--- src/rtl/sram_pkg.sv ---
// Shared types and constants for the SRAM controller and its address map.
package sram_pkg;

    typedef enum logic [1:0] {
        IDLE = 2'd0,
        LOW  = 2'd1,
        HIGH = 2'd2,
        DONE = 2'd3
    } state_e;

    localparam int SRAM_DW = 16;
    localparam int WORD_W  = 32;

    localparam logic [WORD_W-1:0] DEFAULT_BASE_ADDR = 32'd1024;

endpackage

--- src/rtl/sram_addr_map.sv ---
// Byte address -> SRAM word index translation.
// With SRAM_RANGE_CHECK_EN defined, also flags addresses outside the SRAM window.
module sram_addr_map
    import sram_pkg::*;
#(
    parameter logic [WORD_W-1:0] BASE_ADDR = DEFAULT_BASE_ADDR,
    parameter int                SRAM_AW   = 18
) (
    input  logic [WORD_W-1:0]  addr_i,
    output logic [SRAM_AW-2:0] word_o
`ifdef SRAM_RANGE_CHECK_EN
    ,
    output logic               in_range_o
`endif
);

    logic [WORD_W-1:0] offset;

    assign offset = addr_i - BASE_ADDR;

    // Byte offset bits [1:0] are dropped; the word index is truncated to SRAM_AW-1 bits,
    // leaving room for the half-select bit appended by the controller.
    assign word_o = offset[SRAM_AW:2];

`ifdef SRAM_RANGE_CHECK_EN
    // In range when at/above the base and the offset fits in 2^(SRAM_AW+1) bytes.
    assign in_range_o = (addr_i >= BASE_ADDR) && (offset[WORD_W-1:SRAM_AW+1] == '0);
`else
    // Upper offset bits only matter for the range check; out-of-range addresses alias.
    logic unused_offset_bits;
    assign unused_offset_bits = ^{offset[WORD_W-1:SRAM_AW+1]};
`endif

    logic unused_byte_bits;
    assign unused_byte_bits = ^offset[1:0];

endmodule

--- src/rtl/sram_ctrl.sv ---
// Splits 32-bit MEM-stage loads/stores into two 16-bit asynchronous SRAM accesses
// (low half then high half) and holds ready low until the access finishes.
// Optional macro: SRAM_RANGE_CHECK_EN adds an address window check and a range_err output.
module sram_ctrl
    import sram_pkg::*;
#(
    parameter int                WAIT_CYCLES = 2,
    parameter logic [WORD_W-1:0] BASE_ADDR   = DEFAULT_BASE_ADDR,
    parameter int                SRAM_AW     = 18
) (
    input  logic               clk,
    input  logic               rst,
    input  logic               rd_en,
    input  logic               wr_en,
    input  logic [WORD_W-1:0]  address,
    input  logic [WORD_W-1:0]  write_data,
    output logic [WORD_W-1:0]  read_data,
    output logic               ready,
    output logic [SRAM_AW-1:0] sram_addr,
    output logic [SRAM_DW-1:0] sram_dq_out,
    output logic               sram_dq_oe,
    input  logic [SRAM_DW-1:0] sram_dq_in,
    output logic               sram_we_n
`ifdef SRAM_RANGE_CHECK_EN
    ,
    output logic               range_err
`endif
);

    localparam int              CNT_W    = (WAIT_CYCLES > 1) ? $clog2(WAIT_CYCLES) : 1;
    localparam logic [CNT_W-1:0] CNT_LAST = CNT_W'(WAIT_CYCLES - 1);

    state_e             state_q, state_d;
    logic [CNT_W-1:0]   cnt_q, cnt_d;
    logic [SRAM_AW-2:0] word_q, word_d;
    logic [WORD_W-1:0]  wdata_q, wdata_d;
    logic               is_wr_q, is_wr_d;
    logic [WORD_W-1:0]  read_data_q, read_data_d;
    logic [SRAM_AW-1:0] sram_addr_q, sram_addr_d;
    logic [SRAM_DW-1:0] dq_out_q, dq_out_d;
    logic               dq_oe_q, dq_oe_d;
    logic               we_n_q, we_n_d;
    logic               req;
    logic               drive;
    logic [SRAM_AW-2:0] map_word;

`ifdef SRAM_RANGE_CHECK_EN
    logic               in_range;
    logic               range_err_q, range_err_d;
`endif

    sram_addr_map #(
        .BASE_ADDR (BASE_ADDR),
        .SRAM_AW   (SRAM_AW)
    ) u_addr_map (
        .addr_i     (address),
        .word_o     (map_word)
`ifdef SRAM_RANGE_CHECK_EN
        ,
        .in_range_o (in_range)
`endif
    );

    assign req = rd_en | wr_en;

    // Next-state, latched request fields, read capture and ready.
    always_comb begin
        // NOTE: every variable gets a default first so no path leaves it unassigned (no latches).
        state_d     = state_q;
        cnt_d       = cnt_q;
        word_d      = word_q;
        wdata_d     = wdata_q;
        is_wr_d     = is_wr_q;
        read_data_d = read_data_q;
        ready       = 1'b0;

        case (state_q)
            IDLE: begin
                ready = ~req;
                if (req) begin
                    word_d  = map_word;
                    wdata_d = write_data;
                    is_wr_d = wr_en;
                    cnt_d   = '0;
`ifdef SRAM_RANGE_CHECK_EN
                    if (!in_range) begin
                        state_d = DONE;
                        if (!wr_en) read_data_d = '0;
                    end else begin
                        state_d = LOW;
                    end
`else
                    state_d = LOW;
`endif
                end
            end
            LOW: begin
                if (cnt_q == CNT_LAST) begin
                    state_d = HIGH;
                    cnt_d   = '0;
                    if (!is_wr_q) read_data_d[15:0] = sram_dq_in;
                end else begin
                    cnt_d = cnt_q + 1'b1;
                end
            end
            HIGH: begin
                if (cnt_q == CNT_LAST) begin
                    state_d = DONE;
                    if (!is_wr_q) read_data_d[31:16] = sram_dq_in;
                end else begin
                    cnt_d = cnt_q + 1'b1;
                end
            end
            DONE: begin
                ready   = 1'b1;
                state_d = IDLE;
            end
            default: state_d = IDLE;
        endcase
    end

    // SRAM bus values for the upcoming cycle, derived from the next state so the pins are registered.
    always_comb begin
        drive       = (state_d == LOW) || (state_d == HIGH);
        sram_addr_d = drive ? {word_d, (state_d == HIGH)} : '0;
        dq_oe_d     = drive && is_wr_d;
        we_n_d      = ~(drive && is_wr_d);
        dq_out_d    = '0;
        if (drive && is_wr_d) dq_out_d = (state_d == HIGH) ? wdata_d[31:16] : wdata_d[15:0];
    end

`ifdef SRAM_RANGE_CHECK_EN
    // The only IDLE->DONE transition is a rejected out-of-range access.
    assign range_err_d = (state_q == IDLE) && (state_d == DONE);
`endif

    // State and output registers; reset aborts any access and releases the bus at once.
    always_ff @(posedge clk or posedge rst) begin
        if (rst) begin
            state_q     <= IDLE;
            cnt_q       <= '0;
            word_q      <= '0;
            wdata_q     <= '0;
            is_wr_q     <= 1'b0;
            read_data_q <= '0;
            sram_addr_q <= '0;
            dq_out_q    <= '0;
            dq_oe_q     <= 1'b0;
            we_n_q      <= 1'b1;
`ifdef SRAM_RANGE_CHECK_EN
            range_err_q <= 1'b0;
`endif
        end else begin
            // NOTE: non-blocking assignments so every register samples pre-edge values.
            state_q     <= state_d;
            cnt_q       <= cnt_d;
            word_q      <= word_d;
            wdata_q     <= wdata_d;
            is_wr_q     <= is_wr_d;
            read_data_q <= read_data_d;
            sram_addr_q <= sram_addr_d;
            dq_out_q    <= dq_out_d;
            dq_oe_q     <= dq_oe_d;
            we_n_q      <= we_n_d;
`ifdef SRAM_RANGE_CHECK_EN
            range_err_q <= range_err_d;
`endif
        end
    end

    assign read_data   = read_data_q;
    assign sram_addr   = sram_addr_q;
    assign sram_dq_out = dq_out_q;
    assign sram_dq_oe  = dq_oe_q;
    assign sram_we_n   = we_n_q;
`ifdef SRAM_RANGE_CHECK_EN
    assign range_err   = range_err_q;
`endif

endmodule

--- config.mk ---
export PLATFORM = sky130hd
export DESIGN_NAME = sram_ctrl
export DESIGN_NICKNAME = d
export VERILOG_FILES = /design/src/rtl/sram_pkg.sv /design/src/rtl/sram_addr_map.sv /design/src/rtl/sram_ctrl.sv
export SDC_FILE = /design/constraint.sdc
export NUM_CORES = 1
export LEC_CHECK = 0
export CAP_MARGIN = 30
export CORE_MARGIN = 3
export CORE_UTILIZATION = 60
export CTS_CLUSTER_DIAMETER = 150
export CTS_CLUSTER_SIZE = 12
export DETAILED_ROUTE_END_ITERATION = 10
export DONT_BUFFER_PORTS = 1
export PLACE_DENSITY = 0.81
export SLEW_MARGIN = 25
export SYNTH_ARGS = -nofsm -noshare
export SYNTH_HDL_FRONTEND = slang
export SYNTH_SLANG_ARGS = --single-unit
--- constraint.sdc ---
create_clock -name clk -period 6.7 [get_ports clk]
set_input_delay 1.34 -clock clk [delete_from_list [all_inputs] [get_ports clk]]
set_output_delay 1.34 -clock clk [all_outputs]
set_load 0.03 [all_outputs]
==> impl.org, run 1 <==
** Power
- Switching fraction of total power :: 37.7%
- Reported net switching power :: 1290 uW
- Power density normalized to cell area :: 601 nW/um2
- Part of the total power dissipated in sequential elements :: 46.1%
- Pleak :: 0.00264 uW
- Across the VDD grid, the largest voltage drop is 0.000276 V.
- Relative contribution of the clock network to total power :: 27.2%
- Cell internal pwr :: 2130 uW
- Part of the total power dissipated in combinational logic :: 26.7%

** Timing
- Static timing analysis puts the maximum clock frequency at 282 MHz.
- Setup violations remaining at the end of the flow were counted as 0.
- The final hold violation count came to 0.
- RSZ-0062 raised after global routing :: no
- Tightest Pin Transition :: 0.846 ns
- Crit share post-route :: 52.9%
- Final worst slack :: 3.15 ns
- Setup TNS Final :: 0 ns
- Clock period minus final worst setup slack :: 3.55 ns
- Post-route clock skew :: 0.00656 ns
- Max-slew violation count :: 0
- Final hold analysis gives a worst-case slack of 0.471 ns.
- In this run the tightest slew margin relative to its limit is 43.6%.

** Global route
- The first global-routing pass estimated 15.5 mm of wire.
- Largest net degree at the start of global routing :: 68
- The via count of the first global-routing pass came to 3130.
- The total overflow left after global routing is 0.
- The initial antenna violation count was 0.
- Global-route usage over all layers :: 20.6%

** Clock tree
- # hold bufs at CTS :: 0
- TritonCTS clock tree :: built
- Deepest level of the CTS H-tree :: 4
- Number of buffers added by the clock tree synthesis step :: 17
- Post-CTS repair timing setup buffer count :: 0
- The later pin in the worst-skew pair is clocked with a latency of 0.50 ns.
- The root buffer cell chosen for the clock tree is clkbuf_8.
- Clock buffer depth :: 2
- After clock tree synthesis, the repair step resized 0 gates.
- Clock slew at the register clock pins of the worst setup and hold paths :: 0.06 ns
- Clock sink count :: 121

** Yosys
- Number of flip-flops and latches in the synthesized netlist :: 121
- Synthesis produced a netlist with a net count of 495.
- Post-synthesis instance area :: 5030 um2
- The average instance in the mapped netlist occupies 12.5 um2.
- Distinct cells, synth :: 33
- Yosys printed 0 warnings.
- Seq/Total Area, Yosys :: 60.3%
- In the synthesized netlist, the number of instances is 402.

** Die
- Total I/O pin count :: 153
- Initial cell density of the core :: 63.4%
- Num rows :: 32
- From left edge to right edge, the die measures 97.5 um.
- Chip height :: 97.5 um
- Die area :: 9510 um2
- Area of the core :: 7930 um2

** Outcome
- The run finished with clean final reports.

** Cells and area
- Final nets :: 499
- Most common cell after layout, fill and taps aside :: dfrtp_1
- Final core occ :: 71.9%
- Post-Layout Cell Count :: 521
- Area Overhead vs Synth :: 13.3%
- The top cell types in the final layout, fill and taps aside, are dfrtp_1, nand2_1, mux2_2, nor2b_1, clkbuf_16.
- In the final layout, flip-flops and latches occupy 3030 um2.
- Of the cells placed in the final design, the portion with a size suffix greater than 1 is 22.4%.
- Number of diodes :: 0
- Summing all multi-input logic gate instances after layout gives 1870 um2.
- Number of inserted filler cells in the final layout :: 560

** Worst setup path
- Counting stages on the worst path, the most repeated cell is nor2_1.
- In this run the critical register-to-register path is launched from state_q[1].
- In this run the worst setup path begins at rd_en.
- Cell type of the slowest stage on the worst timing path :: nor2_1
- The worst register-to-register path ends at sram_dq_out[15].
- Worst setup path category :: in -> out
- Endpoint arrival time on the critical path :: 2.21 ns
- CP Data Required Time :: 5.36 ns
- Crit path capture :: ready
- Largest stage delay on the critical path :: 0.49 ns
- Number of cells traversed by the worst register-to-register path :: 8
- STA classifies the critical path startpoint as a primary input.
- Largest driver fanout on the critical path :: 4
- The worst setup path is captured at a primary output.
- Ordered list of cells on the worst path :: nor2_1, a21oi_1, nor2_1
- Setup slack on the worst reg-to-reg path comes out at 3.81 ns.

** Detailed routing
- Post-detailed-route wirelength per cell :: 18.1 um
- Drt total wl :: 9.42 mm
- Post-detailed-route DRC marker count :: 0
- Ratio of routed vias to standard cells :: 5.71
- The first TritonRoute pass finished after 4 iterations.
- The count of nets left with antenna violations once routing finished came out at 0.
- The detailed router placed 2973 vias in this run.
- The first routing iteration left 135 violations.

** Placed design
- I/O Buffers :: 0
- Routability-driven placement finished with a final weighted congestion of 0.772.
- At the placement stage, the worst setup path has a slack of 3.16 ns.
- After legalization and detailed placement, the total HPWL measured 6.35 mm.
- In this run, placement finished with an instance count of 489.

** Hold path
- The worst hold path belongs to the class reg -> reg.

** Job
- MaxCap Viol Count :: 0
-- cell usage after synthesis, drive strengths merged --
| cell | n | area share [%] |
|---|---|---|
| a21oi | 9 | 0.90 |
| o31a | 1 | 0.17 |
| o22ai | 1 | 0.12 |
| nor3 | 5 | 0.50 |
| nand2b | 1 | 0.12 |
| mux2i | 1 | 0.20 |
| nor2b | 26 | 3.4 |
| inv | 8 | 0.60 |
| clkbuf | 1 | 0.075 |
| nor4 | 6 | 0.75 |
| dfstp | 1 | 0.52 |
| nand2 | 106 | 7.9 |
| and4 | 4 | 0.70 |
| buf | 16 | 1.9 |
| mux4 | 16 | 7.2 |
| or2 | 1 | 0.12 |
| a21o | 1 | 0.15 |
| xnor2 | 2 | 0.35 |
| o22a | 2 | 0.35 |
| o21a | 1 | 0.30 |
| mux2 | 40 | 9.0 |
| nor2 | 13 | 0.97 |
| ha | 9 | 2.2 |
| a211oi | 7 | 1.0 |
| nor3b | 1 | 0.15 |
| o21ai | 2 | 0.27 |
| dfrtp | 120 | 60 |
| a21bo | 1 | 0.20 |
-- cell type report --
type | count | area share, %
clock inverter | 11 | 2.99
sequential | 121 | 53.2
multi-input combinational | 256 | 32.9
clock buffer | 21 | 7.88
tap | 102 | 2.24
timing repair buffer | 2 | 0.264
inverter | 8 | 0.571
-- routing by layer --
layer	GRT usage (%)	wire, um	share of wire [%]	vias to the layer above
met4	8.31	196	2.1	0
li1	-	-	-	1367
met5	0	0	0	-
met2	34.5	4810	51	107
met1	24.0	3680	39	1482
met3	7.82	735	7.8	17
-- registers in the layout, indices dropped and copies added, names as in the netlist --
signal	cells
sram_we_n	1
wdata_q	32
cnt_q	1
is_wr_q	1
state_q	2
sram_dq_oe	1
sram_addr	18
sram_dq_out	16
word_q	17
read_data	32
-- metrics by stage --
step                      power, uW  area (um2)
after floorplan                2330        5030
after detailed placement       2510        5080
after CTS                      3460        5700
after global routing           3640        5700
after global placement         2460        5080
final                          3420        5700
-- power groups by stage --
| stage | Sequential (uW) | Clock, uW | Combinational (uW) |
|---|---|---|---|
| after floorplan | 1530 | 0 | 800 |
| after global placement | 1580 | 0 | 879 |
| after detailed placement | 1590 | 0 | 921 |
| after CTS | 1580 | 948 | 930 |
| after global routing | 1620 | 990 | 1030 |
| final | 1580 | 931 | 915 |
-- worst max-delay path: cells and delay by family --
| family | cells | cell delay (ns) |
|---|---|---|
| AND/OR/NAND/NOR | 2 | 0.75 |
| AO/OA/AOI/OAI | 1 | 0.12 |
-- how the worst min path moves through the flow --
stage                            from           to  slack [ns]  cells after the start
after global routing        word_q[2]    word_q[2]        0.50                      1
after detailed placement  wdata_q[23]  wdata_q[23]        0.46                      2
after floorplan           wdata_q[31]  wdata_q[31]        0.44                      2
final                     wdata_q[28]  wdata_q[28]        0.47                      2
after CTS                   word_q[9]    word_q[9]        0.47                      2
after global placement    wdata_q[31]  wdata_q[31]        0.45                      2
-- cells by family after synthesis --
kind of cell / after synthesis / synth area share (%)
compound gates: 25 / 3.51
mux: 57 / 16.4
fa+ha+maj: 9 / 2.24
simple gates: 163 / 14.6
flops: 121 / 60.3
xor+xnor: 2 / 0.349
buf+inv: 25 / 2.61
(Power assumes the default switching activity.)
==> inputs of run 2 (changes only) <==
CORE_UTILIZATION = 57   (was 60)
PLACE_DENSITY = 0.8   (was 0.81)
clock period = 2.9 ns   (was 6.7 ns; I/O delays follow)
==> run 2 against run 1 <==
  * Sequential power increased by 130%
  * Clock power grew 110%
  * Non-clock buffer count up 5
  * Global-route usage barely moved
==> impl.org, run 2 (synthesis gave the netlist of run 1 again) <==
** Worst setup path
- Endpoint arrival time on the critical path :: 2.03 ns
- Data on the critical path is required at its endpoint by 2.32 ns.
- Worst setup path category :: reg -> out
- Kind of start point of the critical path :: flop
- Type of element capturing the critical path :: primary output
- Largest driver fanout on the critical path :: 6

** Die
- After floorplanning, the core was divided into 33 placement rows.
- Area of the core :: 8380 um2
- Total I/O pin count :: 153
- Initial cell density of the core :: 60.0%
- The die is 99.9 um tall.
- Die outline width :: 99.9 um
- The floorplan step defined a die boundary enclosing 9980 um2.

** Timing
- At the pin with the least slew margin, the transition time is 0.690 ns.
- Setup repair after global routing left no endpoint under its margin.
- Setup violations remaining at the end of the flow were counted as 0.
- The final hold violation count is 0.
- Crit share post-route :: 89.8%
- Slew Limit Headroom :: 54.0%
- Based on the critical path, the design can be clocked at up to 384 MHz.
- The max-slew violation count was 0.
- Post-route clock skew :: 0.00718 ns
- The worst path needs 2.61 ns of the cycle, external delays included.
- Setup TNS Final :: 0 ns

** Hold path
- In this run the worst hold path is classified as in -> async.

** Global route
- Wire length of the first global-routing pass :: 15.8 mm
- Across every metal layer, demand over resource in global routing totals 20.6%.
- Vias in the first global route :: 3117
- Largest net degree at the start of global routing :: 66
- Number of antenna violations at the first check in global routing :: 0
- Global routing finished with a remaining overflow of 0.

** Clock tree
- Clock sink count :: 121
- TritonCTS clock tree :: built
- In this run the post-CTS setup repair buffer count came out at 0.
- Buffers inserted to repair hold after CTS numbered 0.
- The clock reaches the later pin of the worst-skew pair after 0.49 ns.
- Number of buffers added by the clock tree synthesis step :: 17
- The H-tree was split into 4 levels.
- Root buffer cell :: clkbuf_8
- Post-CTS repair changed the size of 0 cells.
- Clock buffer depth :: 2
- After clock tree synthesis, the clock-pin slew on the worst setup and hold paths is 0.06 ns.

** Placed design
- Input and output buffers added on the ports amount to 0.
- Detailed placement ended at an HPWL of 6.86 mm.
- Global placement routability congestion :: 0.735

** Power
- Summed over all cells, the static leakage comes to 0.00263 uW.
- IR analysis of the VDD net gives a maximum drop of 0.000629 V.
- In this run the power density over the cells is 1370 nW/um2.

** Outcome
- The flow ran to the end, and the final reports show no timing, DRC or antenna violations.

** Detailed routing
- Wires add up to 9.72 mm.
- After detailed routing, the number of remaining DRC violations is 0.
- Dividing the detail-routed via count by the number of cells gives 5.62.
- Via count of the routed design :: 2971
- Post-detailed-route wirelength per cell :: 18.4 um
- Final antenna-violating net count :: 0
- The first detailed-routing pass ran for 5 iterations.
- Drt initial violations :: 149

** Cells and area
- Layout cell share with drive strength beyond 1 :: 23.3%
- Number of diodes :: 0
- The net count of the finished layout is 504.
- Most common cell after layout, fill and taps aside :: dfrtp_1
- Final core occ :: 68.1%
- From synthesis to final layout, the design area changed by 13.5%.
- Leaving out fill and tap cells, the most frequent cells in the layout are dfrtp_1, nand2_1, mux2_2, nor2b_1, clkbuf_16.

** Job
- Across the run, the number of max-cap violations was 0.
-- run 2: changes by cell type in the layout (fill, tap and decap cells not counted), sizes merged --
cell      previous run  this run
buf                  2         7
bufinv               4         2
clkbuf              21        20
clkinv               4         5
clkinvlp             3         6
inv                  8         7
-- run 2: layout make-up --
class / instances / area, um2
multi-input combinational: 256 / 1870
timing repair buffer: 7 / 77.6
clock inverter: 12 / 126
inverter: 8 / 33.8
clock buffer: 20 / 435
tap: 105 / 131
sequential: 121 / 3030
fill: 607 / 2680
-- run 2: worst max-delay path: stages (launching register included) --
cell and delay (ns):
dfrtp_1 0.45, inv_1 0.16, ha_1 0.36, a21oi_1 0.11, nor2_1 0.45
-- run 2: final timing paths --
check / from / cells after the start / slack, ns / to
max: state_q[0] / 4 / 0.29 / ready
min reg2reg: wdata_q[19] / 2 / 0.47 / wdata_q[19]
max in group asynchronous: rst / 2 / 2.10 / read_data[17]
min: rst / 1 / 0.03 / sram_dq_out[6]
min in group clk: write_data[12] / 2 / 0.19 / wdata_q[12]
max reg2reg: state_q[1] / 9 / 0.37 / sram_dq_out[11]
-- run 2: metrics by stage --
step	cells	instance area (um2)	worst slack [ns]	power (uW)	hold WS (ns)
CTS	529	5710	0.272	7890	0.0451
global placement	497	5140	0.508	5750	0.451
floorplan	402	5030	0.452	5390	0.437
global route	529	5710	0.202	8290	0.0539
finish	529	5710	0.295	7800	0.0344
detailed placement	497	5140	0.431	5920	0.458
-- run 2: report_power, final --
group	internal, uW	switching, uW
Combinational	1070	1120
Clock	1240	715
Sequential	2470	1190
Total	4780	3020
-- run 2: per-layer routing --
metal  up-vias  share of wire [%]  wire length [um]  track usage, %
met4         0                1.2               118            7.35
met1      1457                 37              3640            24.3
li1       1380                  -                 -               -
met3        12                 11              1060            9.31
met5         -                  0                 0               0
met2       122                 50              4910            33.6
==> inputs of run 3 (changes only) <==
CORE_MARGIN = 2   (was 3)
CORE_UTILIZATION = 59   (was 57)
CTS_BUF_LIST = sky130_fd_sc_hd__clkbuf_4   (was default)
PLACE_DENSITY = 0.83   (was 0.8)
==> run 3 against run 2 <==
  * Non-clock buffer count stayed put
  * Critical path type unchanged
  * Critical endpoint unchanged
  * Via count is 1.6% higher
  * Total power is 7.1% lower
  * Count of clock-buffer cells in the layout is 3 lower
  * Global-route usage is 1.2 points higher
  * Cell count stayed put
  * Largest power group unchanged
  * Utilization is 1.0 points lower
  * Design area is 3.4% lower
  * Register-to-register slack worse by 0.03 ns
==> impl.org, run 3 (synthesis gave the netlist of run 1 again) <==
** Clock tree
- Post-CTS repair timing setup buffer count :: 0
- Deepest level of the CTS H-tree :: 4
- Root buffer cell :: clkbuf_4
- TritonCTS clock tree :: built
- Cts repair resizes :: 0
- Counting the buffers created by CTS gives 17.
- Clock slew at the register clock pins of the worst setup and hold paths :: 0.12 ns
- # hold bufs at CTS :: 0
- The longest clock path from root to sink contains 2 buffers.
- Clock sink count :: 121
- Clock insertion delay at the later pin of the skew report :: 0.50 ns

** Power
- Maximum VDD drop :: 0.000770 V
- Summed over all cells, the static leakage comes to 0.00255 uW.
- Power spread over the standard cell area amounts to 1310 nW/um2.
- Total power :: 7240 uW

** Detailed routing
- Post-detailed-route wirelength per cell :: 18.1 um
- Total iterations of the first detailed-routing run :: 4
- In this run the remaining antenna-violating nets after routing total 0.
- Via count of the routed design :: 3018
- For this run, design rule violations remaining after detail routing come to 0.
- Drt total wl :: 9.58 mm
- Ratio of routed vias to standard cells :: 5.71
- In this run, the number of DRC markers left after iteration 0 of detailed routing was 115.

** Placed design
- Cell count after placement :: 497
- At the end of routability-driven placement, the weighted congestion stood at 0.812.
- The wire-length estimate of the detail-placed layout is 6.97 mm.
- After detailed placement, the total cell area comes to 5160 um2.
- Prior to clock tree synthesis, the placed netlist has a worst setup slack of 0.405 ns.
- I/O Buffers :: 0

** Timing
- On the final layout, the worst clock skew is 0.0184 ns.
- Tightest Pin Transition :: 0.778 ns
- Total setup violations reported at the end of the flow :: 0
- Derived from the worst setup path, the maximum achievable clock frequency is 386 MHz.
- Crit share post-route :: 89.3%
- Clock period minus final worst setup slack :: 2.59 ns
- Setup TNS Final :: 0 ns
- Headroom to the max-slew limit came out at 48.0%.
- The max-slew violation count was 0.
- The final hold violation count is 0.
- Final worst slack :: 0.311 ns
- RSZ-0062 raised after global routing :: no

** Global route
- Vias in the first global route :: 3144
- The initial antenna violation count was 0.
- Remaining global-route overflow :: 0
- Largest net degree at the start of global routing :: 50
- Wire length of the first global-routing pass :: 15.0 mm
- Global-route usage over all layers :: 21.9%

** Die
- Die area :: 9270 um2
- The floorplan step defined a core boundary enclosing 8220 um2.
- The initialized floorplan defines 33 standard-cell rows.
- Total I/O pin count :: 153
- The initial utilization of the core area, before any placement, comes to 61.2%.
- The die is 96.3 um wide.
- Measured along the y axis, the die boundary spans 96.3 um.

** Cells and area
- Area Overhead vs Synth :: 9.63%
- In the final design database the tool counted 504 nets.
- The repair_antennas step left the layout with diodes totalling 0.
- Of the cells placed in the final design, the portion with a size suffix greater than 1 is 23.8%.
- Fin area :: 5510 um2
- Leaving out fill and tap cells, the most frequent cell in the layout is dfrtp_1.
- The top cell types in the final layout, fill and taps aside, are dfrtp_1, nand2_1, mux2_2, nor2b_1, clkbuf_4.
- Post-Layout Cell Count :: 529

** Worst setup path
- The worst setup path is captured at a primary output.
- Ordered list of cells on the worst path :: inv_1, ha_1, a21oi_1, nor2_1
- At the worst endpoint, the required time is 2.32 ns.
- Number of cells traversed by the worst register-to-register path :: 9
- Cell class contributing the biggest share of worst-path delay :: flip-flops
- Data arrives at the worst endpoint at 2.01 ns.
- Largest stage delay on the critical path :: 0.48 ns
- Largest driver fanout on the critical path :: 7
- Count of buffering cells on the critical path with inverters included :: 1
- Kind of start point of the critical path :: flop
- Worst setup path category :: reg -> out
- Worst R2R End :: sram_dq_out[7]
- Setup slack on the worst flop-to-flop path :: 0.34 ns
- Worst R2R Start :: state_q[1]
- Cell type of the slowest stage on the worst timing path :: dfrtp_1

** Outcome
- Run status :: finished, final reports clean

** Job
- MaxCap Viol Count :: 0

** Hold path
- Type of the worst min-delay path :: in -> async
[run 3: worst max path at each step]
stage | cells past startpoint | end | from | slack (ns)
floorplan | 10 | sram_dq_out[5] | state_q[1] | 0.45
global placement | 9 | sram_dq_out[7] | state_q[1] | 0.51
detailed placement | 9 | sram_dq_out[7] | state_q[1] | 0.40
CTS | 4 | ready | state_q[0] | 0.27
global route | 4 | ready | state_q[0] | 0.12
finish | 4 | ready | state_q[1] | 0.31
[run 3: cell type report]
class / instances / area, um2
Fill cell: 622 / 2710
Inverter: 8 / 33.8
Tap cell: 105 / 131
Timing Repair Buffer: 7 / 90.1
Clock inverter: 15 / 225
Multi-Input combinational cell: 256 / 1870
Sequential cell: 121 / 3030
Clock buffer: 17 / 128
[run 3: power by group]
part / leakage, uW / switching (uW) / internal [uW] / total, uW
clock network: 0.000174 / 635 / 773 / 1410
registers: 0.00148 / 1170 / 2460 / 3630
logic: 0.000893 / 1130 / 1070 / 2200
[run 3: stage by stage]
step           hold slack, ns  utilization (%)
6_report               0.0743             67.1
4_1_cts                0.0493             67.1
3_3_place_gp            0.450             62.8
3_5_place_dp            0.455             62.8
5_1_grt                0.0570             67.1
2_1_floorplan           0.437                -
[run 3: layer usage]
metal / track usage, % / wire [um]
met5: 0 / 0
met4: 10.9 / 338
met3: 10.2 / 1060
met2: 35.2 / 4680
met1: 24.4 / 3490
